## src/rtl/gray_arb_pkg.sv

```systemverilog
// Shared types and reference helpers for the Gray conversion arbiter.
package gray_arb_pkg;

  // Occupancy of the single output register.
  typedef enum logic {
    EMPTY = 1'b0,
    FULL  = 1'b1
  } gray_arb_state_e;

  localparam int GRAY_ARB_REF_W = 32;

  // Reference binary-to-Gray conversion; callers truncate to their width.
  function automatic logic [GRAY_ARB_REF_W-1:0] bin2gray(input logic [GRAY_ARB_REF_W-1:0] bin);
    return bin ^ (bin >> 32'd1);
  endfunction

endpackage

```

## src/rtl/bin2gray_n.sv

```systemverilog
// Purely combinational binary-to-Gray converter built from bit-level gates.
module bin2gray_n #(
  parameter int WIDTH = 3
) (
  input  logic [WIDTH-1:0] i,
  output logic [WIDTH-1:0] o
);

  // The MSB passes straight through; a buffer keeps the structure gate-level.
  buf u_msb (o[WIDTH-1], i[WIDTH-1]);

  // Every lower bit is the xor of itself and its upper neighbour.
  for (genvar k = 0; k < WIDTH - 1; k++) begin : g_bit
    xor u_x (o[k], i[k+1], i[k]);
  end

endmodule

```

## src/rtl/gray_conv_arbiter.sv

```systemverilog
// Round-robin arbiter sharing one registered binary-to-Gray stage between
// N_REQ requesters, with a valid/ready output register tagged by requester id.
module gray_conv_arbiter
  import gray_arb_pkg::*;
#(
  parameter int N_REQ = 4,
  parameter int WIDTH = 3,
  parameter int ID_W  = $clog2(N_REQ)
) (
  input  logic                   clk,
  input  logic                   rst_n,
  input  logic [N_REQ-1:0]       req,
  input  logic [N_REQ*WIDTH-1:0] bin_in,
  output logic [N_REQ-1:0]       gnt,
  output logic [WIDTH-1:0]       gray_out,
  output logic [ID_W-1:0]        out_id,
  output logic                   out_valid,
  input  logic                   out_ready
);

  // Adds an offset to a requester index, wrapping modulo N_REQ (handles
  // non-power-of-two requester counts).
  function automatic logic [ID_W-1:0] wrap_add(input logic [ID_W-1:0] base, input int off);
    int sum;
    sum = int'(base) + off;
    if (sum >= N_REQ) begin
      sum = sum - N_REQ;
    end else begin
      sum = sum;
    end
    return ID_W'(sum);
  endfunction

  gray_arb_state_e   r_state;
  logic              r_valid;
  logic [WIDTH-1:0]  r_gray;
  logic [ID_W-1:0]   r_out_id;
  logic [ID_W-1:0]   r_ptr;

  logic              w_can_load;
  logic              w_found;
  logic              w_grant;
  logic [ID_W-1:0]   w_cand;
  logic [ID_W-1:0]   w_win_id;
  logic [ID_W-1:0]   w_ptr_next;
  logic [N_REQ-1:0]  w_gnt;
  logic [WIDTH-1:0]  w_sel_bin;
  logic [WIDTH-1:0]  w_sel_gray;

  // The register may take a new value when empty or when its content leaves now.
  assign w_can_load = (r_state == EMPTY) || out_ready;

  // Rotating-priority scan: first set request at or above r_ptr, wrapping to 0.
  always_comb begin
    w_found  = 1'b0;
    w_win_id = '0;
    w_cand   = '0;
    for (int k = 0; k < N_REQ; k++) begin
      w_cand = wrap_add(r_ptr, k);
      if (!w_found && req[w_cand]) begin
        w_found  = 1'b1;
        w_win_id = w_cand;
      end else begin
        w_win_id = w_win_id;
      end
    end
  end

  // A grant needs a winner and room in the register; reset voids it at once.
  assign w_grant    = rst_n && w_can_load && w_found;
  assign w_ptr_next = wrap_add(w_win_id, 1);

  // One-hot grant vector, all zero when no grant is issued.
  always_comb begin
    w_gnt = '0;
    for (int k = 0; k < N_REQ; k++) begin
      if (w_grant && (w_win_id == ID_W'(k))) begin
        w_gnt[k] = 1'b1;
      end else begin
        w_gnt[k] = 1'b0;
      end
    end
  end

  // Operand mux: select the winning requester's slice.
  assign w_sel_bin = bin_in[int'(w_win_id)*WIDTH +: WIDTH];

  bin2gray_n #(
    .WIDTH (WIDTH)
  ) u_conv (
    .i (w_sel_bin),
    .o (w_sel_gray)
  );

  // Output-register FSM: loads on grant, drains on accept, holds under backpressure.
  always_ff @(posedge clk or negedge rst_n) begin
    if (!rst_n) begin
      r_state  <= EMPTY;
      r_valid  <= 1'b0;
      r_gray   <= '0;
      r_out_id <= '0;
      r_ptr    <= '0;
    end else begin
      case (r_state)
        EMPTY: begin
          if (w_grant) begin
            r_state  <= FULL;
            r_valid  <= 1'b1;
            r_gray   <= w_sel_gray;
            r_out_id <= w_win_id;
            r_ptr    <= w_ptr_next;
          end else begin
            r_state  <= EMPTY;
            r_valid  <= 1'b0;
          end
        end
        FULL: begin
          if (w_grant) begin
            // Accept and reload in the same edge: back-to-back, no bubble.
            r_state  <= FULL;
            r_valid  <= 1'b1;
            r_gray   <= w_sel_gray;
            r_out_id <= w_win_id;
            r_ptr    <= w_ptr_next;
          end else if (out_ready) begin
            // Drained with nothing to replace it; data bits keep last value.
            r_state  <= EMPTY;
            r_valid  <= 1'b0;
          end else begin
            r_state  <= FULL;
            r_valid  <= 1'b1;
          end
        end
        default: begin
          r_state <= EMPTY;
          r_valid <= 1'b0;
        end
      endcase
    end
  end

  assign gnt       = w_gnt;
  assign gray_out  = r_gray;
  assign out_id    = r_out_id;
  assign out_valid = r_valid;

endmodule
```

## config.mk

```make
export PLATFORM = sky130hd
export DESIGN_NAME = gray_conv_arbiter
export DESIGN_NICKNAME = d
export VERILOG_FILES = /design/src/rtl/gray_arb_pkg.sv /design/src/rtl/bin2gray_n.sv /design/src/rtl/gray_conv_arbiter.sv
export SDC_FILE = /design/constraint.sdc
export NUM_CORES = 1
export LEC_CHECK = 0
export CORE_MARGIN = 3
export CORE_UTILIZATION = 36
export CTS_CLUSTER_DIAMETER = 30
export DETAILED_ROUTE_END_ITERATION = 8
export GPL_ROUTABILITY_DRIVEN = 0
export PLACE_DENSITY_LB_ADDON = 0.1
export SKIP_CTS_REPAIR_TIMING = 1
export SYNTH_ARGS = -nofsm -noshare
export SYNTH_HDL_FRONTEND = slang
export SYNTH_SLANG_ARGS = --single-unit
```

## constraint.sdc

```tcl
create_clock -name clk -period 2.6 [get_ports clk]
set_input_delay 0.78 -clock clk [delete_from_list [all_inputs] [get_ports clk]]
set_output_delay 0.78 -clock clk [all_outputs]
set_load 0.05 [all_outputs]
```

* Yosys cells after proc, flatten, opt, wreduce, memory -nomap -nowiden
Cells that the tools add are included.
Storage, ports and cells: register bits after elaboration 8, word-level logic and storage cells 76
Cells by class: $add $sub $neg 9, $mul 1, magnitude comparators 9, equal/unequal tests 3, shift operators 1, multiplexer cells 32, bitwise gates (word level) 3, reduce and logical (&&, ||, !) cells 14
Operator list (count):
- 2-to-1 mux 2 bit | 11
- 2-to-1 mux 1 bit | 15
- >= comparator 3 bit (second input constant) | 4
- less-than comparator 2 x 3 -> 1 bit (second input constant) | 4
- indexed part select 12 x 5 -> 3 bit | 1
- subtractor 2 x 1 -> 2 bit (second input constant) | 5
- logical AND 1 bit | 9
- binary-select mux 1 bit (select 2 bit) | 4
- adder 2 x 1 -> 3 bit (second input constant) | 2
- adder 2 x 2 -> 3 bit (second input constant) | 2
- equality test 2 bit (second input constant) | 2
- multiplier 2 x 2 -> 4 bit (second input constant) | 1
- >= comparator 2 x 3 -> 1 bit (second input constant) | 1
- zero test 1 bit | 3
- 2-to-1 mux 3 bit | 1
- equality test 2 x 1 -> 1 bit (second input constant) | 1
- zero test 2 bit | 1
- one-hot mux 1 bit (2 select lines) | 1
- XOR 1 bit | 2
- logical OR 1 bit | 1
- inverter 1 bit | 1

* Logic depth before layout (Yosys ltp)
Gate-level depths: netlist (run 1).
depth in word-level cells 18, gate-level depth with buffers 8, gate-level depth less buffers 7

* Hierarchy
From an unflattened synthesis (run 1), not the netlist that was laid out.
Second synthesis, totals: cells, all modules 55, area total of the unflattened synthesis 544.3 um2
Modules (own cells, without submodules):
- gray_conv_arbiter | instances 1, cells each 52, area an instance 519.2 um2, sequential area each 200.2 um2
- bin2gray_n | instances 1, cells each 3, area an instance 25.0 um2, sequential area each 0.0 um2

* Worst setup path after synthesis (run 1)
Ideal clock, no wire load.
kind in2out, start point input req[1], end point output gnt[1], data arrival time 2058 ps, required time 1820 ps, slack -238 ps, stages on the path 6, path buffers 1, cells stage by stage and2b_1 a221oi_2 or2_1 buf_6 ha_1 and2_1
Between the ends: word-level cells in the longest chain between the ends 15, elaborated cells on any way between the ends 26, classes of those cells 1 x eq/ne; 17 x mux; 8 x reduce/logical
RTL lines:
- start: declaration | RTL line gray_conv_arbiter.sv:12 | input logic [N_REQ-1:0] req,
- binary-select mux 1 bit (select 2 bit) | RTL line gray_conv_arbiter.sv:60 | if (!w_found && req[w_cand]) begin
- 2-to-1 mux 1 bit (implied by the code) | RTL line gray_conv_arbiter.sv:60
- 2-to-1 mux 1 bit | RTL line gray_conv_arbiter.sv:60
- zero test 1 bit | RTL line gray_conv_arbiter.sv:60
- logical AND 1 bit | RTL line gray_conv_arbiter.sv:60
- 2-to-1 mux 1 bit | RTL line gray_conv_arbiter.sv:60
- zero test 1 bit | RTL line gray_conv_arbiter.sv:60
- logical AND 1 bit | RTL line gray_conv_arbiter.sv:60
- 2-to-1 mux 1 bit | RTL line gray_conv_arbiter.sv:60
- zero test 1 bit | RTL line gray_conv_arbiter.sv:60
- logical AND 1 bit | RTL line gray_conv_arbiter.sv:60
- 2-to-1 mux 2 bit / 2-to-1 mux 1 bit (equally long branches) | RTL line gray_conv_arbiter.sv:60
- equality test 2 x 1 -> 1 bit / logical AND 1 bit (equally long branches) | RTL line gray_conv_arbiter.sv:77, gray_conv_arbiter.sv:70
- logical AND 1 bit (*) | RTL line gray_conv_arbiter.sv:77 | if (w_grant && (w_win_id == ID_W'(k))) begin
- 2-to-1 mux 1 bit (*) | RTL line gray_conv_arbiter.sv:77
- end: declaration | RTL line gray_conv_arbiter.sv:14 | output logic [N_REQ-1:0] gnt,
Mark *: on every way between the ends. The rest lies on a longest branch, timed or not. The select of a mux whose other input is x is not followed.

* Worst setup path after layout (run 1)
start point input req[1], end point output gnt[3]
Between the ends: word-level cells in the longest chain between the ends 15, elaborated cells on any way between the ends 26, classes of those cells 1 x eq/ne; 17 x mux; 8 x reduce/logical
RTL lines:
- binary-select mux 1 bit (select 2 bit) | RTL line gray_conv_arbiter.sv:60
- 2-to-1 mux 1 bit (implied by the code) | RTL line gray_conv_arbiter.sv:60
- 2-to-1 mux 1 bit | RTL line gray_conv_arbiter.sv:60
- zero test 1 bit | RTL line gray_conv_arbiter.sv:60
- logical AND 1 bit | RTL line gray_conv_arbiter.sv:60
- 2-to-1 mux 1 bit | RTL line gray_conv_arbiter.sv:60
- zero test 1 bit | RTL line gray_conv_arbiter.sv:60
- logical AND 1 bit | RTL line gray_conv_arbiter.sv:60
- 2-to-1 mux 1 bit | RTL line gray_conv_arbiter.sv:60
- zero test 1 bit | RTL line gray_conv_arbiter.sv:60
- logical AND 1 bit | RTL line gray_conv_arbiter.sv:60
- 2-to-1 mux 2 bit (*) | RTL line gray_conv_arbiter.sv:60
- via w_win_id[1] | RTL line gray_conv_arbiter.sv:44 | logic [ID_W-1:0] w_win_id;
- equality test 2 bit (*) | RTL line gray_conv_arbiter.sv:77
- logical AND 1 bit (*) | RTL line gray_conv_arbiter.sv:77
- 2-to-1 mux 1 bit (*) | RTL line gray_conv_arbiter.sv:77
Mark *: on every way through the listed nets, which the timed path passes. The rest lies on a longest branch. The select of a mux whose other input is x is not followed.

==> results of run 1 <==
-- final timing paths --
path	from	endpoint	slack (ps)	depth (start not counted)
worst max-delay path	req[1]	gnt[3]	-190	8
min in group asynchronous	rst_n	out_valid	490	2
worst min register to register	out_id[1]	out_id[1]	470	2
max in group asynchronous	rst_n	gray_out[1]	1980	2
worst min-delay path	out_id[1]	out_id[1]	470	2
worst max register to register	r_ptr[1]	gray_out[2]	630	6
-- metal layers --
| metal | up-vias | part of all wire (%) | wire, um |
|---|---|---|---|
| li1 | 337 | - | - |
| met1 | 304 | 43 | 703 |
| met3 | 0 | 4.6 | 75 |
| met4 | 0 | 0 | 0 |
| met5 | - | 0 | 0 |
| met2 | 24 | 53 | 869 |
-- flip-flops by register name (all words and copies together) (netlist names) --
| signal | count |
|---|---|
| out_valid | 1 |
| r_ptr | 2 |
| gray_out | 3 |
| out_id | 2 |
-- synthesized netlist by cell type --
library cell	number	area, um2
buf_2	1	5.000
and2b_1	1	7.510
o31a_1	1	8.760
nand2_1	9	33.78
nand2b_1	3	18.77
and2_1	5	31.28
mux2_2	1	11.26
buf_6	1	11.26
ha_1	4	50.05
a21oi_1	3	15.01
nor2b_1	1	6.260
a21o_1	1	7.510
or2_1	1	6.260
nor2_1	1	3.750
inv_1	4	15.01
nand3_1	2	10.01
o21ai_0	5	25.02
o41ai_1	1	8.760
xor2_1	4	35.03
o211ai_1	4	30.03
o211a_1	1	10.01
dfrtp_1	8	200.2
nor3_1	1	5.000
a221oi_2	1	15.01
xnor2_1	4	35.03
nor4_2	1	12.51
a221o_1	1	10.01
mux2_4	1	15.01
-- worst min-delay path, stage by stage, from the launching register on --
cell,delay [ps]
dfrtp_1,340
nand2_1,40
o21ai_0,50
-- through the flow --
| stage | total power, uW | cell area [um2] | hold WS [ps] |
|---|---|---|---|
| floorplan | 549.3 | 691.9 | 484.4 |
| global placement | 749.0 | 1106 | 461.5 |
| detailed placement | 759.8 | 1106 | 469.4 |
| CTS | 859.3 | 1129 | 481.0 |
| global route | 950.2 | 1191 | 502.9 |
| finish | 880.3 | 1191 | 471.9 |
-- where the power goes --
part           switching, uW  leakage, uW  internal (uW)  total (uW)
Combinational            323     0.000444            260         583
Sequential              34.6    0.0000958            169         204
Clock                   40.6    0.0000138           52.7        93.3
Total                    398     0.000553            482         880
-- final cells by class --
cell class	count	area share, %
multi-input combinational	57	41.60
timing repair buffer	43	35.71
inverter	4	1.471
clock buffer	3	1.891
sequential	8	16.81
tap	24	2.521
-- kinds of logic (layout without fill, tap and decap cells) --
logic type / Yosys count / count (layout) / synth area share (%)
flip-flops: 8 / 8 / 31.13
multiplexers: 2 / 2 / 4.085
XOR/XNOR: 8 / 8 / 10.89
AO/OA/AOI/OAI: 18 / 18 / 20.23
buffers and inverters: 6 / 50 / 4.862
adder cells (fa/ha/maj): 4 / 4 / 7.782
AND/OR/NAND/NOR: 25 / 25 / 21.01
==> results.toml, run 1 <==
[cts]
clockRootBuffer = "clkbuf_4"
cts_num_sinks = 8
cts_max_path_buffers = 2
htree_levels = 1
cts_tree = "built"
insertion_delay_ps = 250
cts-buffers-inserted = 3
clkTransAtPathRegs_ps = 50

[power_and_ir_drop]
total_leakage_power_uw = 0.0005534
peakVddDrop_mv = 0.4210
powerDensity_nw_per_um2 = 739.0

[timing]
max_freq_mhz = 358.3
finalHoldViolCount = 0
setup_tns_ps = -689.0
fin_crit_ps = 2791
fin_crit_sh_pct = 107.3
tightest_slew_ps = 499.2
skew_ps = 2.869
rsz0062_at_grt = "true"
slew_headroom_pct = 66.62
drv_slew = 0
setup_viol = 4
fin_ws_ps = -191.0

[worst_setup_path]
crit_chain = "buf_8 > and2b_1 > a221oi_4 > or2_4 > inv_4 > ha_4 > and2_4 > buf_8"
slowest_stage = "a221oi_4"
worst-setup-path-type = "in -> out"
cp_max_fo = 4
end_kind = "output port"
cp_slowest_stage_delay_ps = 290
worstPathRequired_ps = 1820
crit_top_cell = "buf_8"
crit_path_start_kind = "input port"
critPathBufInv = 3
path_delay_family = "simple AND/OR/NAND/NOR gates"
cp_data_arrival_time_ps = 2010

[floorplanning]
initial_core_util_pct = 40.35
die_y_um = 48.27
pin_count = 29
die_area_um2 = 2330
rows = 14
core-area_um2 = 1594
dieWidth_um = 48.27

[final_layout]
post-route-util_pct = 74.73
diodes = 0
multi_input_area_um2 = 495.5
drive_above_1_share_pct = 37.39
register_area_um2 = 200.2
final_common_cell = "clkdlybuf4s50_1"
fill_cells = 125
syn_to_final_growth_pct = 85.21
layout_common_cells = "clkdlybuf4s50_1 (19), buf_4 (15), nand2_1 (8), dfrtp_1 (8), o21ai_0 (5)"
final_nets = 140
instances_no_fill = 139

[worst_hold_path]
hp-class = "reg -> reg"

[run_status]
failed_checks = "setup timing"
outcome = "complete, but fails checks"

[logic_synthesis]
yosysUniqueCellTypes = 28
synth_seq_cells = 8
synth_cells = 71
seq_area_frac_synth_pct = 31.13
synth_nets = 94
yosys_warnings = 0
synth.avg_cell_area_um2 = 9.058
synth_area_um2 = 643.1

[detailed_routing]
ant_nets = 0
routed_wl_um = 1647
wire_per_inst_um = 11.85
via_per_inst = 4.784
drc_errors = 0
drt_first_pass_iters = 4
drt_iter0_drc = 10
vias = 665

[grt]
grt_busiest_layer = "met2"
met3_usage_pct = 2.583
grt_first_pass_wirelength_um = 2656
met1_usage_pct = 19.51
grt_pass1_vias = 662
grt_max_degree = 9
grtUsageMet2_pct = 28.39
grt_overflow = 0
antenna_found_initial = 0
grt_usage_pct = 16.37

[placement]
place_ws_ps = -757.6
io_buffers = 28
dp.cells = 135
place_hpwl_um = 1370

[flow_run]
drv_cap = 0
No activity file was read; power rests on OpenSTA's default activity.
==> run 2, diff against run 1 <==
--- a/config.mk
+++ b/config.mk
@@ -6,12 +6,14 @@
 export NUM_CORES = 1
 export LEC_CHECK = 0
 export CORE_MARGIN = 3
-export CORE_UTILIZATION = 36
+export CORE_UTILIZATION = 34
 export CTS_CLUSTER_DIAMETER = 30
 export DETAILED_ROUTE_END_ITERATION = 8
 export GPL_ROUTABILITY_DRIVEN = 0
+export MAX_ROUTING_LAYER = met4
 export PLACE_DENSITY_LB_ADDON = 0.1
 export SKIP_CTS_REPAIR_TIMING = 1
 export SYNTH_ARGS = -nofsm -noshare
 export SYNTH_HDL_FRONTEND = slang
+export SYNTH_HIERARCHICAL = 1
 export SYNTH_SLANG_ARGS = --single-unit
==> run 2 against run 1 <==
The flow still finishes with violations (setup timing). Power up 0.29%. Clock power is 2% lower. Worst setup slack better by 38 ps. First-iteration DRC count decreased by 80%. Die area decreased by 9.1%. Global-route usage increased by 1.0 points. Clock skew down 0.82 ps. Area after synthesis is 15% lower. Largest cell class is now buffers. Largest power group unchanged.
==> results.toml, run 2 <==
[run_status]
outcome = "complete, but fails checks"
failed_checks = "setup timing"

[worst_setup_path]
worst-setup-path-type = "in -> out"
cp_slowest_stage_delay_ps = 370
crit_chain = "buf_6 > buf_6 > mux2i_4 > nor2_4 > a311oi_4 > and3_4 > buf_12"
worstPathRequired_ps = 1820
critPathBufInv = 3
ff2ff_path_depth = 8
end_kind = "output port"
crit_path_start_kind = "input port"
crit_top_cell = "buf_6"
path_depth = 7
cp_data_arrival_time_ps = 1970
slowest_stage = "a311oi_4"
path_delay_family = "compound AO/OA/AOI/OAI gates"
cp_max_fo = 4

[detailed_routing]
ant_nets = 0
wire_per_inst_um = 14.32
drt_iter0_drc = 2
drc_errors = 0
vias = 584
drt_first_pass_iters = 2
via_per_inst = 5.034
routed_wl_um = 1661

[floorplanning]
core-area_um2 = 1399
rows = 13
die_area_um2 = 2117
dieWidth_um = 46.01
initial_core_util_pct = 38.91
die_y_um = 46.01
pin_count = 29

[timing]
drv_slew = 0
setup_tns_ps = -558.0
tightest_slew_ps = 495.9
fin_ws_ps = -153.2
skew_ps = 2.050
fin_crit_ps = 2753
finalHoldViolCount = 0
setup_viol = 4
rsz0062_at_grt = "true"
fin_crit_sh_pct = 105.9
max_freq_mhz = 363.2
slew_headroom_pct = 66.84

[grt]
antenna_found_initial = 0
grt_overflow = 0
grt_max_degree = 9
grt_first_pass_wirelength_um = 2594
grt_pass1_vias = 595
grt_usage_pct = 17.40

[final_layout]
largest_reg_flops = 3
layout_common_cells = "clkdlybuf4s50_1 (18), buf_4 (16), mux2i_1 (9)"
diodes = 0
final_common_cell = "clkdlybuf4s50_1"
syn_to_final_growth_pct = 106.4
final_nets = 122
drive_above_1_share_pct = 43.56

[logic_synthesis]
synth_nets = 74
synth.most_common_cell = "mux2i_1"
muxShareOfSynthArea_pct = 24.60
synth-main-ff-cell = "dfrtp_1"
synth-xor-area-share_pct = 4.828
yosysUniqueCellTypes = 21
synthAdderAreaFrac_pct = 0
ys_top_cells_by_count = "mux2i_1 (10), dfrtp_1 (8), inv_1 (6)"
synth_area_um2 = 544.3
async_flop_share_pct = 100.0
synth.avg_cell_area_um2 = 9.896
synth-edff-count = 0
synth_seq_cells = 8
synth_top_area_share_pct = 36.78
yosysTopAreaCell = "dfrtp_1"
yosys.area_share.simple_pct = 8.046
synth_compound_gate_area_share_pct = 18.62
synth_cells = 55
synth_area_leaders = "dfrtp_1 (37%), mux2i_1 (18%), mux2_2 (6.2%)"
yosys_warnings = 6
seq_area_frac_synth_pct = 36.78
synth_top_family_by_area = "multiplexers"

[cts]
cts_tree = "built"
clkTransAtPathRegs_ps = 50
clockRootBuffer = "clkbuf_4"
cts_max_path_buffers = 2
htree_levels = 1
cts_num_sinks = 8
cts-buffers-inserted = 3
insertion_delay_ps = 250

[power_and_ir_drop]
total_leakage_power_uw = 0.0005309
power.switching_uw = 385.3
pwr-share-comb_pct = 65.1
peakVddDrop_mv = 0.5435
powerDensity_nw_per_um2 = 785.7
p_sw_share_pct = 43.65
pwr-share-seq_pct = 24.5
p_int_uw = 497.5
clockPowerShare_pct = 10.4

[placement]
place_hpwl_um = 1201
io_buffers = 28
place_ws_ps = -532.4

[flow_run]
drv_cap = 0

[worst_hold_path]
hp-class = "in -> async"
[run 2: changes by cell type after synthesis, sizes merged, moves of 3 or more]
| cell | delta |
|---|---|
| xnor2 | -3 |
| o211ai | -4 |
| mux2i | +10 |
| nand2 | -7 |
| and2 | -5 |
| ha | -4 |
| nor2 | +3 |
[run 2: power by group through the flow]
stage / combinational [uW] / clock (uW) / sequential, uW
floorplan: 221 / 0 / 318
global placement: 524 / 0 / 205
detailed placement: 528 / 0 / 206
CTS: 531 / 96.7 / 205
global route: 611 / 102 / 224
finish: 575 / 91.9 / 216
[run 2: path summary, 6_finish.rpt]
kind                       slack (ps)         from           to
max reg2reg                       290     r_ptr[1]  gray_out[0]
min in group clk                  510  gray_out[1]  gray_out[1]
max in group asynchronous        1970        rst_n     r_ptr[1]
max                              -150       req[0]       gnt[3]
min reg2reg                       510  gray_out[1]  gray_out[1]
min                               490        rst_n     r_ptr[0]
[run 2: worst register-to-register path: cells and delay by family, from the launching register on]
kind / cells / cell delay [ps]
multiplexers: 3 / 860
AO/OA/AOI/OAI: 1 / 370
XOR/XNOR: 1 / 120
buffers and inverters: 2 / 310
flip-flops: 1 / 470
AND/OR/NAND/NOR: 1 / 60
[run 2: through the flow]
stage / hold slack [ps] / total power, uW / utilization (%) / area, um2 / cells
2_1_floorplan: 484.4 / 539.1 / - / 580.6 / 55
3_3_place_gp: 495.7 / 728.6 / 71.56 / 1001 / 108
3_5_place_dp: 498.7 / 734.1 / 71.56 / 1001 / 108
4_1_cts: 515.7 / 832.7 / 73.17 / 1023 / 111
5_1_grt: 507.9 / 936.4 / 80.32 / 1124 / 116
6_report: 488.9 / 882.8 / 80.32 / 1124 / 116
[run 2: cells by family (layout without fill, tap and decap cells)]
family                    Yosys count  in the layout
xor gates and xnor gates            3              3
and+or+nand+nor                     9              9
AOI/OAI and AO/OA                  13             13
muxes                              13             13
buffers and inverters               9             55
DFF                                 8              8
[run 2: cell type report]
cell class | count | area, um2
Tap cell | 15 | 18.77
Timing Repair Buffer | 46 | 469.2
Inverter | 6 | 22.52
Multi-Input combinational cell | 38 | 389.1
Clock buffer | 3 | 22.52
Fill cell | 91 | 275.3
Sequential cell | 8 | 201.4
[run 2: per-layer routing]
layer  track usage, %  routed length, um  vias to the layer above
li1                 -                  -                      287
met1            22.71                689                      268
met2            25.27                823                       23
met3            2.767                111                        6
met4            9.659                 36                        0
met5                -                  0                        -
